==> src/rtl/alu_pkg.sv <==
// Shared ALU definitions: op one-hot bit positions and default datapath widths.
package alu_pkg;

    localparam int unsigned ALU_OPW  = 12;
    localparam int unsigned DW       = 16;
    localparam int unsigned IMMW     = 5;
    localparam int unsigned TAGW_DEF = 3;

    localparam int unsigned OP_ADD = 0;
    localparam int unsigned OP_SUB = 1;
    localparam int unsigned OP_MUL = 2;
    localparam int unsigned OP_DIV = 3;
    localparam int unsigned OP_MOD = 4;
    localparam int unsigned OP_CMP = 5;
    localparam int unsigned OP_AND = 6;
    localparam int unsigned OP_OR  = 7;
    localparam int unsigned OP_NOT = 8;
    localparam int unsigned OP_MOV = 9;
    localparam int unsigned OP_LSL = 10;
    localparam int unsigned OP_LSR = 11;

endpackage

==> src/rtl/rs_select.sv <==
// Oldest-ready picker: the lowest set request bit wins, reported one-hot and as an index.
module rs_select #(
    parameter int unsigned N = 4
)(
    input  logic [N-1:0]         req,
    output logic [N-1:0]         gnt,
    output logic [$clog2(N)-1:0] idx,
    output logic                 any
);

    always_comb begin
        gnt = '0;
        idx = '0;
        any = 1'b0;
        for (int unsigned i = 0; i < N; i++) begin
            if (req[i] && !any) begin
                gnt[i] = 1'b1;
                idx    = ($clog2(N))'(i);
                any    = 1'b1;
            end
        end
    end

endmodule

==> src/rtl/alu_rs.sv <==
// Age-ordered, compacting ALU reservation station; issues the oldest ready op per cycle.
module alu_rs
    import alu_pkg::*;
#(
    parameter int unsigned DEPTH = 4,
    parameter int unsigned TAGW  = TAGW_DEF,
    parameter int unsigned DW    = alu_pkg::DW
)(
    input  logic                         clk,
    input  logic                         rst,
    input  logic                         flush,
    input  logic                         disp_valid,
    output logic                         disp_ready,
    input  logic [ALU_OPW-1:0]           disp_alusignals,
    input  logic                         disp_isimmediate,
    input  logic [IMMW-1:0]              disp_immx,
    input  logic                         disp_src1_rdy,
    input  logic                         disp_src2_rdy,
    input  logic [TAGW-1:0]              disp_src1_tag,
    input  logic [TAGW-1:0]              disp_src2_tag,
    input  logic [DW-1:0]                disp_src1_val,
    input  logic [DW-1:0]                disp_src2_val,
    input  logic [TAGW-1:0]              disp_dst_tag,
    input  logic                         cdb_valid,
    input  logic [TAGW-1:0]              cdb_tag,
    input  logic [DW-1:0]                cdb_val,
    output logic                         iss_valid,
    output logic [ALU_OPW-1:0]           iss_alusignals,
    output logic [DW-1:0]                iss_op1,
    output logic [DW-1:0]                iss_op2,
    output logic [IMMW-1:0]              iss_immx,
    output logic                         iss_isimmediate,
    output logic [TAGW-1:0]              iss_dst_tag,
    output logic [$clog2(DEPTH+1)-1:0]   occupancy
);

    localparam int unsigned OCCW = $clog2(DEPTH + 1);
    localparam int unsigned IW   = $clog2(DEPTH);

    typedef struct packed {
        logic [ALU_OPW-1:0] alu;
        logic               isimm;
        logic [IMMW-1:0]    immx;
        logic [TAGW-1:0]    dst;
        logic               r1;
        logic [TAGW-1:0]    t1;
        logic [DW-1:0]      v1;
        logic               r2;
        logic [TAGW-1:0]    t2;
        logic [DW-1:0]      v2;
    } entry_t;

    entry_t           ent  [DEPTH];
    logic [DEPTH-1:0] vld;
    logic [OCCW-1:0]  occ;

    entry_t           woke [DEPTH+1];
    logic [DEPTH:0]   wvld;
    entry_t           nent [DEPTH];
    logic [DEPTH-1:0] nvld;
    entry_t           dent;
    logic [DEPTH-1:0] rdy;
    logic [DEPTH-1:0] gnt;
    logic [IW-1:0]    sel_idx;
    logic             issue;
    logic             fire;
    logic             sh;
    logic [OCCW-1:0]  wpos;
    logic [OCCW-1:0]  occ_nxt;

    assign disp_ready = (occ < OCCW'(DEPTH));
    assign fire       = disp_valid && disp_ready;
    assign occupancy  = occ;

    always_comb begin
        for (int unsigned i = 0; i < DEPTH; i++) begin
            rdy[i] = vld[i] && ent[i].r1 && ent[i].r2;
        end
    end

    rs_select #(.N(DEPTH)) u_sel (
        .req (rdy),
        .gnt (gnt),
        .idx (sel_idx),
        .any (issue)
    );

    // A source not yet ready may be satisfied by the broadcast in the same cycle.
    always_comb begin
        dent       = '0;
        dent.alu   = disp_alusignals;
        dent.isimm = disp_isimmediate;
        dent.immx  = disp_immx;
        dent.dst   = disp_dst_tag;
        dent.t1    = disp_src1_tag;
        dent.t2    = disp_src2_tag;
        dent.r1    = disp_src1_rdy || (cdb_valid && disp_src1_tag == cdb_tag);
        dent.v1    = (!disp_src1_rdy && cdb_valid && disp_src1_tag == cdb_tag)
                     ? cdb_val : disp_src1_val;
        dent.r2    = disp_isimmediate || disp_src2_rdy
                     || (cdb_valid && disp_src2_tag == cdb_tag);
        dent.v2    = (!disp_isimmediate && !disp_src2_rdy && cdb_valid
                      && disp_src2_tag == cdb_tag) ? cdb_val : disp_src2_val;
    end

    // Wakeup is applied before the shift so a captured value moves with its entry.
    always_comb begin
        wvld         = '0;
        woke[DEPTH]  = '0;
        for (int unsigned i = 0; i < DEPTH; i++) begin
            woke[i] = ent[i];
            wvld[i] = vld[i];
            if (vld[i] && cdb_valid) begin
                if (!ent[i].r1 && ent[i].t1 == cdb_tag) begin
                    woke[i].r1 = 1'b1;
                    woke[i].v1 = cdb_val;
                end
                if (!ent[i].r2 && ent[i].t2 == cdb_tag) begin
                    woke[i].r2 = 1'b1;
                    woke[i].v2 = cdb_val;
                end
            end
        end
    end

    always_comb begin
        sh      = 1'b0;
        nvld    = '0;
        wpos    = occ - OCCW'(issue);
        occ_nxt = occ + OCCW'(fire) - OCCW'(issue);
        for (int unsigned i = 0; i < DEPTH; i++) begin
            sh = sh | gnt[i];
            if (issue && sh) begin
                nent[i] = woke[i+1];
                nvld[i] = wvld[i+1];
            end else begin
                nent[i] = woke[i];
                nvld[i] = wvld[i];
            end
            if (fire && OCCW'(i) == wpos) begin
                nent[i] = dent;
                nvld[i] = 1'b1;
            end
        end
    end

    always_ff @(posedge clk or posedge rst) begin
        if (rst) begin
            vld             <= '0;
            occ             <= '0;
            iss_valid       <= 1'b0;
            iss_alusignals  <= '0;
            iss_op1         <= '0;
            iss_op2         <= '0;
            iss_immx        <= '0;
            iss_isimmediate <= 1'b0;
            iss_dst_tag     <= '0;
            for (int unsigned i = 0; i < DEPTH; i++) begin
                ent[i] <= '0;
            end
        end else if (flush) begin
            vld       <= '0;
            occ       <= '0;
            iss_valid <= 1'b0;
        end else begin
            vld       <= nvld;
            occ       <= occ_nxt;
            iss_valid <= issue;
            for (int unsigned i = 0; i < DEPTH; i++) begin
                ent[i] <= nent[i];
            end
            if (issue) begin
                iss_alusignals  <= ent[sel_idx].alu;
                iss_op1         <= ent[sel_idx].v1;
                iss_op2         <= ent[sel_idx].v2;
                iss_immx        <= ent[sel_idx].immx;
                iss_isimmediate <= ent[sel_idx].isimm;
                iss_dst_tag     <= ent[sel_idx].dst;
            end
        end
    end

endmodule

==> config.mk <==
export PLATFORM = sky130hd
export DESIGN_NAME = alu_rs
export DESIGN_NICKNAME = d
export VERILOG_FILES = /design/src/rtl/alu_pkg.sv /design/src/rtl/rs_select.sv /design/src/rtl/alu_rs.sv
export SDC_FILE = /design/constraint.sdc
export NUM_CORES = 1
export LEC_CHECK = 0
export ABC_AREA = 1
export BUFFER_PORTS_ARGS = -buffer_cell sky130_fd_sc_hd__buf_2
export CAP_MARGIN = 40
export CORE_MARGIN = 2
export CORE_UTILIZATION = 55
export CTS_BUF_LIST = sky130_fd_sc_hd__clkbuf_8
export DETAILED_ROUTE_END_ITERATION = 8
export PLACE_DENSITY = 0.74
export RECOVER_POWER = 25
export SLEW_MARGIN = 25
export SYNTH_ARGS = -nofsm -noshare
export SYNTH_HDL_FRONTEND = slang
export SYNTH_SLANG_ARGS = --single-unit
==> constraint.sdc <==
create_clock -name clk -period 12.2 [get_ports clk]
set_input_delay 1.83 -clock clk [delete_from_list [all_inputs] [get_ports clk]]
set_output_delay 1.83 -clock clk [all_outputs]
set_load 0.02 [all_outputs]
# Yosys cells after proc, flatten, opt, wreduce, memory -nomap -nowiden

Index checks and enable logic that the tools add are counted.

Output and inout bits: 58
Register bits after elaboration: 305
Logic and storage cells: 212

Reduce and logical (&&, ||, !) cells: 75
Mux-type cells: 62
Equality and inequality tests: 13
Magnitude comparators: 2
Add/subtract/negate cells: 3
Bitwise logic cells: 5

Operator list:

| cell                                                            | count |
|---|---|
| 61-bit two-way mux                                              | 10 |
| 16-bit two-way mux                                              | 14 |
| 61-bit binary-select mux with 2-bit select                      | 1 |
| 17-bit two-way mux                                              | 4 |
| 1-bit logical AND                                               | 39 |
| 3-bit == test                                                   | 10 |
| 1-bit two-way mux                                               | 29 |
| 3-bit nonzero test                                              | 7 |
| 1-bit logical NOT                                               | 14 |
| 2-bit AND reduction                                             | 5 |
| 2-bit nonzero test                                              | 4 |
| 2-bit by 3-bit == test with 1-bit output (first input constant) | 2 |
| 3-bit AND reduction                                             | 2 |
| 3-bit by 1-bit subtractor with 3-bit output                     | 2 |
| 2-bit two-way mux                                               | 2 |
| 4-bit two-way mux                                               | 1 |
| 3-bit by 1-bit adder with 3-bit output                          | 1 |
| 1-bit by 3-bit == test with 1-bit output (first input constant) | 1 |
| 3-bit >= comparator (second input constant)                     | 1 |
| 3-bit logical NOT                                               | 1 |
| 1-bit logical OR                                                | 3 |
| 3-bit < comparator (second input constant)                      | 1 |
| 3-bit two-way mux                                               | 1 |
| 2-bit NOT with 3-bit output                                     | 1 |
| other kinds (2)                                                 | 4 |

# Logic depth before layout (Yosys ltp)

Gate-level depths: netlist of the first run.

Depth in word-level cells: 17
Gate-level depth with buffers: 18

# By module

Synthesis of the first run repeated with hierarchy kept, for this count alone.

Cell total of the unflattened synthesis: 2,713
Area, all modules: 19,234.7 µm²

Modules (own cells, without submodules):

| module    | instances | cells each | area each (µm²) | seq. area each (µm²) |
|---|---|---|---|---|
| alu_rs    | 1         | 2,700      | 19,172.1        | 7,632.3 |
| rs_select | 1         | 13         | 62.6            | 0.0 |

# Least setup slack after synthesis of the first run

Ideal clock, no wire load.

Path kind: input port to flip-flop
Start point: input port cdb_tag[1]
End point: register ent[85] in the netlist's numbering
Stages on the path: 11
Arrival time: 3.039 ns
Setup slack: 9.044 ns
Buffers on the path: 2
Data required time: 12.083 ns
Cell sequence: buf_4 -> inv_2 -> nand2_1 -> nand2_1 -> nor2_2 -> clkbuf_1 -> nand4_1 -> nand3_1 -> nand3_1 -> nand2_1 -> nand2_1

Word-level cells in the longest chain between the ends: 6
Elaborated cells between the ends (all ways): 13
Those cells by class: 3 x eq/ne; 7 x mux; 3 x reduce/logical

RTL lines:

| item                            | line          | source |
|---|---|---|
| from (decl)                     | alu_rs.sv:25  | `input logic [TAGW-1:0] cdb_tag,` |
| 3-bit == test                   | alu_rs.sv:114 | `if (!ent[i].r1 && ent[i].t1 == cdb_tag) begin` |
| 1-bit logical AND               | alu_rs.sv:114 |  |
| 16-bit two-way mux              | alu_rs.sv:114 |  |
| 17-bit two-way mux              | alu_rs.sv:113 | `if (vld[i] && cdb_valid) begin` |
| 61-bit two-way mux              | alu_rs.sv:133 | `if (issue && sh) begin` |
| 61-bit two-way mux (*)          | alu_rs.sv:140 | `if (fire && OCCW'(i) == wpos) begin` |
| to (signal, indexed assignment) | alu_rs.sv:170 | `ent[i] <= nent[i];` |
| to (decl)                       | alu_rs.sv:53  | `entry_t ent [DEPTH];` |

Mark *: on every way between the ends. The rest lies on a longest branch, timed or not. The select of a mux whose other input is x is not followed.
A chain may end at the register's enable or synchronous reset.

# Final worst setup path of the first run

Start point: input port flush
End point: register ent[37] in the netlist's numbering

Word-level cells in the longest chain between the ends: 2

RTL lines:

| item                                 | line         | source |
|---|---|---|
| from (decl)                          | alu_rs.sv:11 | `input logic flush,` |
| 1-bit NOT (no source line)           | n/a          |  |
| 2-bit AND reduction (no source line) | n/a          |  |

No other way between the ends.

==> flow_metrics.env, run 1 <==
export IMPL_status="complete, but fails checks"
export IMPL_violations="capacitance limit, slew limit"
export IMPL_critical_path_class="input port to register"
export IMPL_design_core_area_sq_um=35200
export IMPL_syn_area_sq_um=19500
export IMPL_cp_max_fo=60
export IMPL_cp_slowest_stage_delay_ns=2.67
export IMPL_r2r_slack_ns=7.67
export IMPL_final_max_slew_violation_count=188
export IMPL_worst_setup_path_start_kind="input port"
export IMPL_layout_drive_gt1_share_pct=11.2
export IMPL_fin_hold_ws_ns=0.471
export IMPL_insertion_delay_ns=0.64
export IMPL_powerDensity_nw_per_um2=221
export IMPL_ys_ff_latch=305
export IMPL_period_needed_ns=8.24
export IMPL_layout_cells_non_filler=3513
export IMPL_tns_ns=0
export IMPL_rr_endpoint="ent[190]"
export IMPL_cpLargestDelayFamily="buffers and inverters"
export IMPL_pre_cts_ws_ns=6.77
export IMPL_critPathArrivalTime_ns=8.77
export IMPL_fp_row_count=69
export IMPL_max_clock_freq_ghz=0.121
export IMPL_r2r_start="ent[141]"
export IMPL_synth_nets=3029
export IMPL_track_usage_pct=37.2
export IMPL_routedWlPerCell_um=19.4
export IMPL_cts_root_buffer="clkbuf_8"
export IMPL_synthDistinctLibCells=36
export IMPL_syn_avg_cell_area_sq_um=6.64
export IMPL_synthArstFlopShare_pct=100
export IMPL_rsz0062_at_grt="false"
export IMPL_dieArea_sq_um=37000
export IMPL_placed_cell_area_sq_um=20500
export IMPL_fp_dieH_um=192
export IMPL_yosysWarnings=0
export IMPL_yosysSeqAreaShare_pct=39.1
export IMPL_io_pins=143
export IMPL_grt_pass1_wl_um=109000
export IMPL_place_congestion=0.882
export IMPL_synth_flop_cell="dfrtp_1"
export IMPL_layout_nets=3098
export IMPL_postCtsSetupRepairBufs=0
export IMPL_ctsResizeCount=0
export IMPL_grt_max_degree=104
export IMPL_drt_iter0_drc=2889
export IMPL_drc=0
export IMPL_clk_path_buf_depth=3
export IMPL_drt_wl_total_um=68100
export IMPL_crit_slowest_cell="clkbuf_1"
export IMPL_cts_tree="done"
export IMPL_syn_inst=2939
export IMPL_ant_nets=0
export IMPL_hold_start="iss_isimmediate"
export IMPL_cts_sinks=305
export IMPL_antenna_found_initial=2
export IMPL_worst_slack_ns=3.96
export IMPL_cts_buffers=53
export IMPL_slew_headroom_pct=-271
export IMPL_htree_levels=2
export IMPL_dpl_hpwl_um=41400
export IMPL_final_setup_skew_ns=0.0310
export IMPL_cp_required_ns=12.74
export IMPL_min_path_type="register to register"
export IMPL_first_pass_iters=7
export IMPL_num_vias=21300
export IMPL_dp_cells=3410
export IMPL_vias_per_cell=6.07
export IMPL_grt_pass1_vias=20800
export IMPL_synth_edf_count=0
export IMPL_clk_pin_slew_ns=0.06
export IMPL_leakagePower_nw=11.6
export IMPL_peakVddDrop_mv=0.124
export IMPL_finalSetupViolations=0
export IMPL_r2r_cells=14
export IMPL_drv_cap=3
export IMPL_worstMarginPinSlew_ns=5.57
export IMPL_gr_total_overflow=0
export IMPL_chipWidth_um=192
export IMPL_finalHoldViolCount=0
export IMPL_crit_path_cell_trace="buf_2, clkbuf_1, clkinv_2, nand2_2, buf_4, nand2_1, buf_16, o22ai_1"
export IMPL_end_kind="register"
export IMPL_portBuffers=142
export IMPL_period_share_pct=67.5
export IMPL_cts_hold_buf=0
export IMPL_holdPathEnd="iss_isimmediate"
export IMPL_hold_depth=2
export IMPL_area_delta_synth_final_pct=11.2
export IMPL_final_area_sq_um=21700
export IMPL_start_util_pct=55.4
export IMPL_path_buf_inv=5
-- synth_stat cells (4+ instances only) --
library cell	instances	area [sq um]
nand2_2	15	93.8
o21bai_1	4	30.0
inv_2	12	45.0
nor2_2	10	62.6
clkinv_1	14	52.6
inv_1	310	1160
dfrtp_1	305	7630
o21ai_1	50	250
ha_1	4	50.1
o22ai_1	109	682
nor2_4	8	90.1
clkbuf_1	80	300
buf_1	14	52.6
nand4_1	129	807
nand3_1	438	2190
a21oi_1	10	50.1
nor2_1	215	807
xnor2_2	5	81.3
o211ai_1	32	240
nand3_2	9	90.1
nand2_1	967	3630
buf_6	6	67.6
o21ai_0	96	480
buf_2	76	380
buf_4	4	30.0
-- worst max-delay path by stage --
stage               startpoint  endpoint  slack (ns)  cells after the start
floorplan                  rst    ent[0]        1.94                      1
CTS                      flush   ent[59]        7.40                      8
global route             flush   ent[59]        3.82                      8
detailed placement       flush   ent[58]        6.77                      8
finish                   flush   ent[37]        3.96                      8
global placement         flush   ent[42]        6.64                      7
-- per-layer routing --
metal	vias up	part of all wire, %	track usage, %
met5	-	0.059	1.24
met2	1429	44	57.9
met4	2	4.4	17.4
met3	313	12	7.35
li1	9714	-	-
met1	9863	39	50.0
-- cell type report --
| class | instances | area, sq um |
|---|---|---|
| Sequential cell | 305 | 7630 |
| Inverter | 336 | 1260 |
| Antenna cell | 3 | 7.51 |
| Clock inverter | 23 | 129 |
| Clock buffer | 73 | 1000 |
| Timing Repair Buffer | 194 | 1260 |
| Fill cell | 3319 | 13500 |
| Multi-Input combinational cell | 2118 | 9840 |
| Tap cell | 461 | 577 |
-- sequential cells by signal, summed over array words and instances (netlist names) --
register	count
ent	244
iss_alusignals	12
iss_dst_tag	3
iss_immx	5
iss_isimmediate	1
iss_op1	16
iss_op2	16
iss_valid	1
occupancy	3
vld	4
-- layout by cell type (no fill, tap or decap), types with 32 or more instances in the layout --
| master | Yosys | layout |
|---|---|---|
| o21ai_1 | 50 | 50 |
| nand2_1 | 967 | 966 |
| o21ai_0 | 96 | 96 |
| nand4_1 | 129 | 129 |
| dfrtp_1 | 305 | 305 |
| buf_2 | 76 | 142 |
| nor2_1 | 215 | 214 |
| clkbuf_8 | 0 | 73 |
| nand3_1 | 438 | 438 |
| inv_1 | 310 | 325 |
| o211ai_1 | 32 | 32 |
| o22ai_1 | 109 | 109 |
-- cells by family (layout without fill, tap and decap cells) --
logic type	after synthesis	in the layout	share of synthesized area [%]
AO/OA/AOI/OAI	307	307	9.16
XOR/XNOR	8	8	0.551
adder cells (fa/ha/maj)	5	5	0.359
buffers and inverters	516	626	10.7
flip-flops	305	305	39.1
other	0	3	0
AND/OR/NAND/NOR	1798	1798	40.1
-- worst register-to-register path, stage by stage, from the launching register on --
cell and delay (ns):
dfrtp_1 0.41, nand3_1 0.20, nand2_2 0.16, nor2_1 0.18
nand2_1 0.22, ha_1 0.27, ha_1 0.34, nand3_1 0.51
nand2_2 0.68, nand2_2 0.37, nand2_1 0.28, inv_2 0.53
nor2_1 0.12, nand3_1 0.10, nand2_1 0.05
-- through the flow --
| step | util, % | power, mW |
|---|---|---|
| 2_1_floorplan | - | 3.15 |
| 3_3_place_gp | 57.6 | 3.65 |
| 3_5_place_dp | 58.3 | 3.74 |
| 4_1_cts | 61.5 | 4.75 |
| 5_1_grt | 61.6 | 5.14 |
| 6_report | 61.6 | 4.81 |
-- where the power goes --
group	switching (mW)	total, mW	internal, mW	leakage (nW)
Sequential	0.217	1.66	1.44	3.83
Combinational	1.47	2.14	0.671	7.07
Clock	0.451	1.00	0.551	0.652
Total	2.14	4.81	2.67	11.6
(Power assumes the default switching activity.)
==> run 2, diff against run 1 <==
--- a/config.mk
+++ b/config.mk
@@ -12,7 +12,7 @@
 export CORE_UTILIZATION = 55
 export CTS_BUF_LIST = sky130_fd_sc_hd__clkbuf_8
 export DETAILED_ROUTE_END_ITERATION = 8
-export PLACE_DENSITY = 0.74
+export PLACE_DENSITY = 0.77
 export RECOVER_POWER = 25
 export SLEW_MARGIN = 25
 export SYNTH_ARGS = -nofsm -noshare
==> constraint.sdc (replaced) <==
create_clock -name clk -period 7.1 [get_ports clk]
set_input_delay 1.065 -clock clk [delete_from_list [all_inputs] [get_ports clk]]
set_output_delay 1.065 -clock clk [all_outputs]
set_load 0.02 [all_outputs]
==> run 2 against run 1 <==
  * Die area did not move
  * The flow still finishes with violations (capacitance limit, slew limit)
  * Worst setup slack got worse by 1.5 ns
  * Routed wire length down 0.69%
  * Largest power group unchanged
  * Core utilization decreased by 0.39 points
  * Via count down 0.32%
==> flow_metrics.env, run 2 (synthesized netlist as in run 1, its figures left out) <==
export IMPL_final_area_sq_um=21600
export IMPL_layout_drive_gt1_share_pct=11.0
export IMPL_vias_per_cell=6.06
export IMPL_num_vias=21300
export IMPL_layout_nets=3098
export IMPL_worstMarginPinSlew_ns=4.36
export IMPL_cp_max_fo=169
export IMPL_crit_path_cell_trace="buf_2, clkinvlp_2, clkbuf_2"
export IMPL_cp_slowest_stage_delay_ns=2.87
export IMPL_drt_iter0_drc=2864
export IMPL_regMostFlops="ent"
export IMPL_cp_depth=3
export IMPL_dp_cells=3408
export IMPL_cts_tree="done"
export IMPL_status="complete, but fails checks"
export IMPL_r2r_slack_ns=3.29
export IMPL_period_share_pct=65.8
export IMPL_drc=0
export IMPL_r2r_cells=14
export IMPL_start_util_pct=55.4
export IMPL_grt_max_degree=170
export IMPL_fp_dieH_um=192
export IMPL_end_kind="asynchronous set/reset pin"
export IMPL_utilization_pct=61.2
export IMPL_critical_path_class="input port to asynchronous set/reset pin"
export IMPL_drv_cap=3
export IMPL_cts_hold_buf=0
export IMPL_routedWlPerCell_um=19.3
export IMPL_final_max_slew_violation_count=245
export IMPL_critPathArrivalTime_ns=4.40
export IMPL_first_pass_iters=6
export IMPL_cts_sinks=305
export IMPL_clk_path_buf_depth=3
export IMPL_ant_nets=0
export IMPL_drt_wl_total_um=67700
export IMPL_grt_pass1_vias=20700
export IMPL_cp_required_ns=6.83
export IMPL_final_cell_mix="nand2_1, nand3_1, inv_1"
export IMPL_p_total_mw=8.16
export IMPL_violations="capacitance limit, slew limit"
export IMPL_fin_hold_ws_ns=0.470
export IMPL_layout_cells_non_filler=3506
export IMPL_htree_levels=2
export IMPL_leakagePower_nw=11.5
export IMPL_slew_headroom_pct=-190
export IMPL_finalSetupViolations=0
export IMPL_cpLargestDelayFamily="buffers and inverters"
export IMPL_design_core_area_sq_um=35200
export IMPL_finalHoldViolCount=0
export IMPL_worst_setup_path_start_kind="input port"
export IMPL_tns_ns=0
export IMPL_insertion_delay_ns=0.67
export IMPL_path_buf_inv=3
export IMPL_final_setup_skew_ns=0.0319
export IMPL_ctsResizeCount=0
export IMPL_grt_pass1_wl_um=108000
export IMPL_antenna_found_initial=2
export IMPL_postCtsSetupRepairBufs=0
export IMPL_area_delta_synth_final_pct=10.5
export IMPL_period_needed_ns=4.67
export IMPL_min_path_type="register to register"
export IMPL_largest_registers="ent: 244 flops, iss_op1: 16 flops, iss_op2: 16 flops"
export IMPL_max_clock_freq_ghz=0.214
export IMPL_dpl_hpwl_um=41100
export IMPL_pre_cts_ws_ns=2.80
export IMPL_rr_endpoint="ent[238]"
export IMPL_io_pins=143
export IMPL_portBuffers=142
export IMPL_crit_slowest_cell="clkbuf_2"
export IMPL_rsz0062_at_grt="false"
export IMPL_largest_reg_flops=244
export IMPL_gr_total_overflow=0
export IMPL_fp_row_count=69
export IMPL_place_congestion=0.906
export IMPL_final_common_cell="nand2_1"
export IMPL_r2r_start="ent[161]"
export IMPL_cts_root_buffer="clkbuf_8"
export IMPL_worst_slack_ns=2.43
export IMPL_dieArea_sq_um=37000
export IMPL_crit_end="ent[86]"
export IMPL_placed_cell_area_sq_um=20500
export IMPL_clk_pin_slew_ns=0.06
export IMPL_cts_buffers=54
export IMPL_peakVddDrop_mv=0.200
export IMPL_worstSetupStartpoint="rst"
export IMPL_powerDensity_nw_per_um2=378
export IMPL_chipWidth_um=192
export IMPL_track_usage_pct=37.0
## run 2: cell count changes in the layout (fill, tap and decap cells not counted), moves of 2 or more
cell,delta
buf_6,+2
buf_4,+3
buf_12,-2
buf_8,-2
clkbuf_1,-2
clkbuf_8,-6
inv_1,+2
inv_2,+2
diode_2,-2
clkinv_2,-2
## run 2: where the power goes
part / total, mW / switching [mW] / leakage [nW] / internal [mW]
Sequential: 2.85 / 0.369 / 3.83 / 2.48
Combinational: 3.67 / 2.52 / 7.05 / 1.15
Clock: 1.65 / 0.771 / 0.618 / 0.877
## run 2: how the worst min path moves through the flow
stage | start | end | slack, ns | depth (start not counted)
2_1_floorplan | ent[142] | ent[142] | 0.45 | 2
3_3_place_gp | iss_isimmediate | iss_isimmediate | 0.46 | 2
3_5_place_dp | iss_op2[11] | iss_op2[11] | 0.46 | 2
4_1_cts | iss_op2[11] | iss_op2[11] | 0.48 | 2
5_1_grt | iss_op2[15] | iss_op2[15] | 0.49 | 2
6_report | iss_alusignals[4] | iss_alusignals[4] | 0.47 | 2
## run 2: worst register-to-register path, cell delays in order (launching register included)
cell and delay (ns):
dfrtp_1 0.41, nand3_1 0.18, nand2_2 0.14, nor2_1 0.17
nand2_1 0.21, ha_1 0.26, ha_1 0.20, nor2_1 0.16
nand3_1 0.12, nand2_2 0.59, nand2_2 0.20, inv_2 0.57
buf_4 0.34, nand2_1 0.08, o21ai_0 0.09
## run 2: metal layers
metal | vias up | part of all wire [%] | track usage (%)
li1 | 9720 | - | -
met1 | 9757 | 39 | 48.0
met2 | 1467 | 44 | 57.3
met3 | 309 | 12 | 9.58
met4 | 0 | 4.7 | 18.7
met5 | - | 0 | 0
## run 2: layout make-up
cell class	count	area (sq um)
clock buffers	67	922
clock inverters	25	133
repair buffers	193	1210
diodes	1	2.50
inverters	336	1260
multi-input cells	2118	9840
flip-flops and latches	305	7630
fillers	3284	13600
well taps	461	577
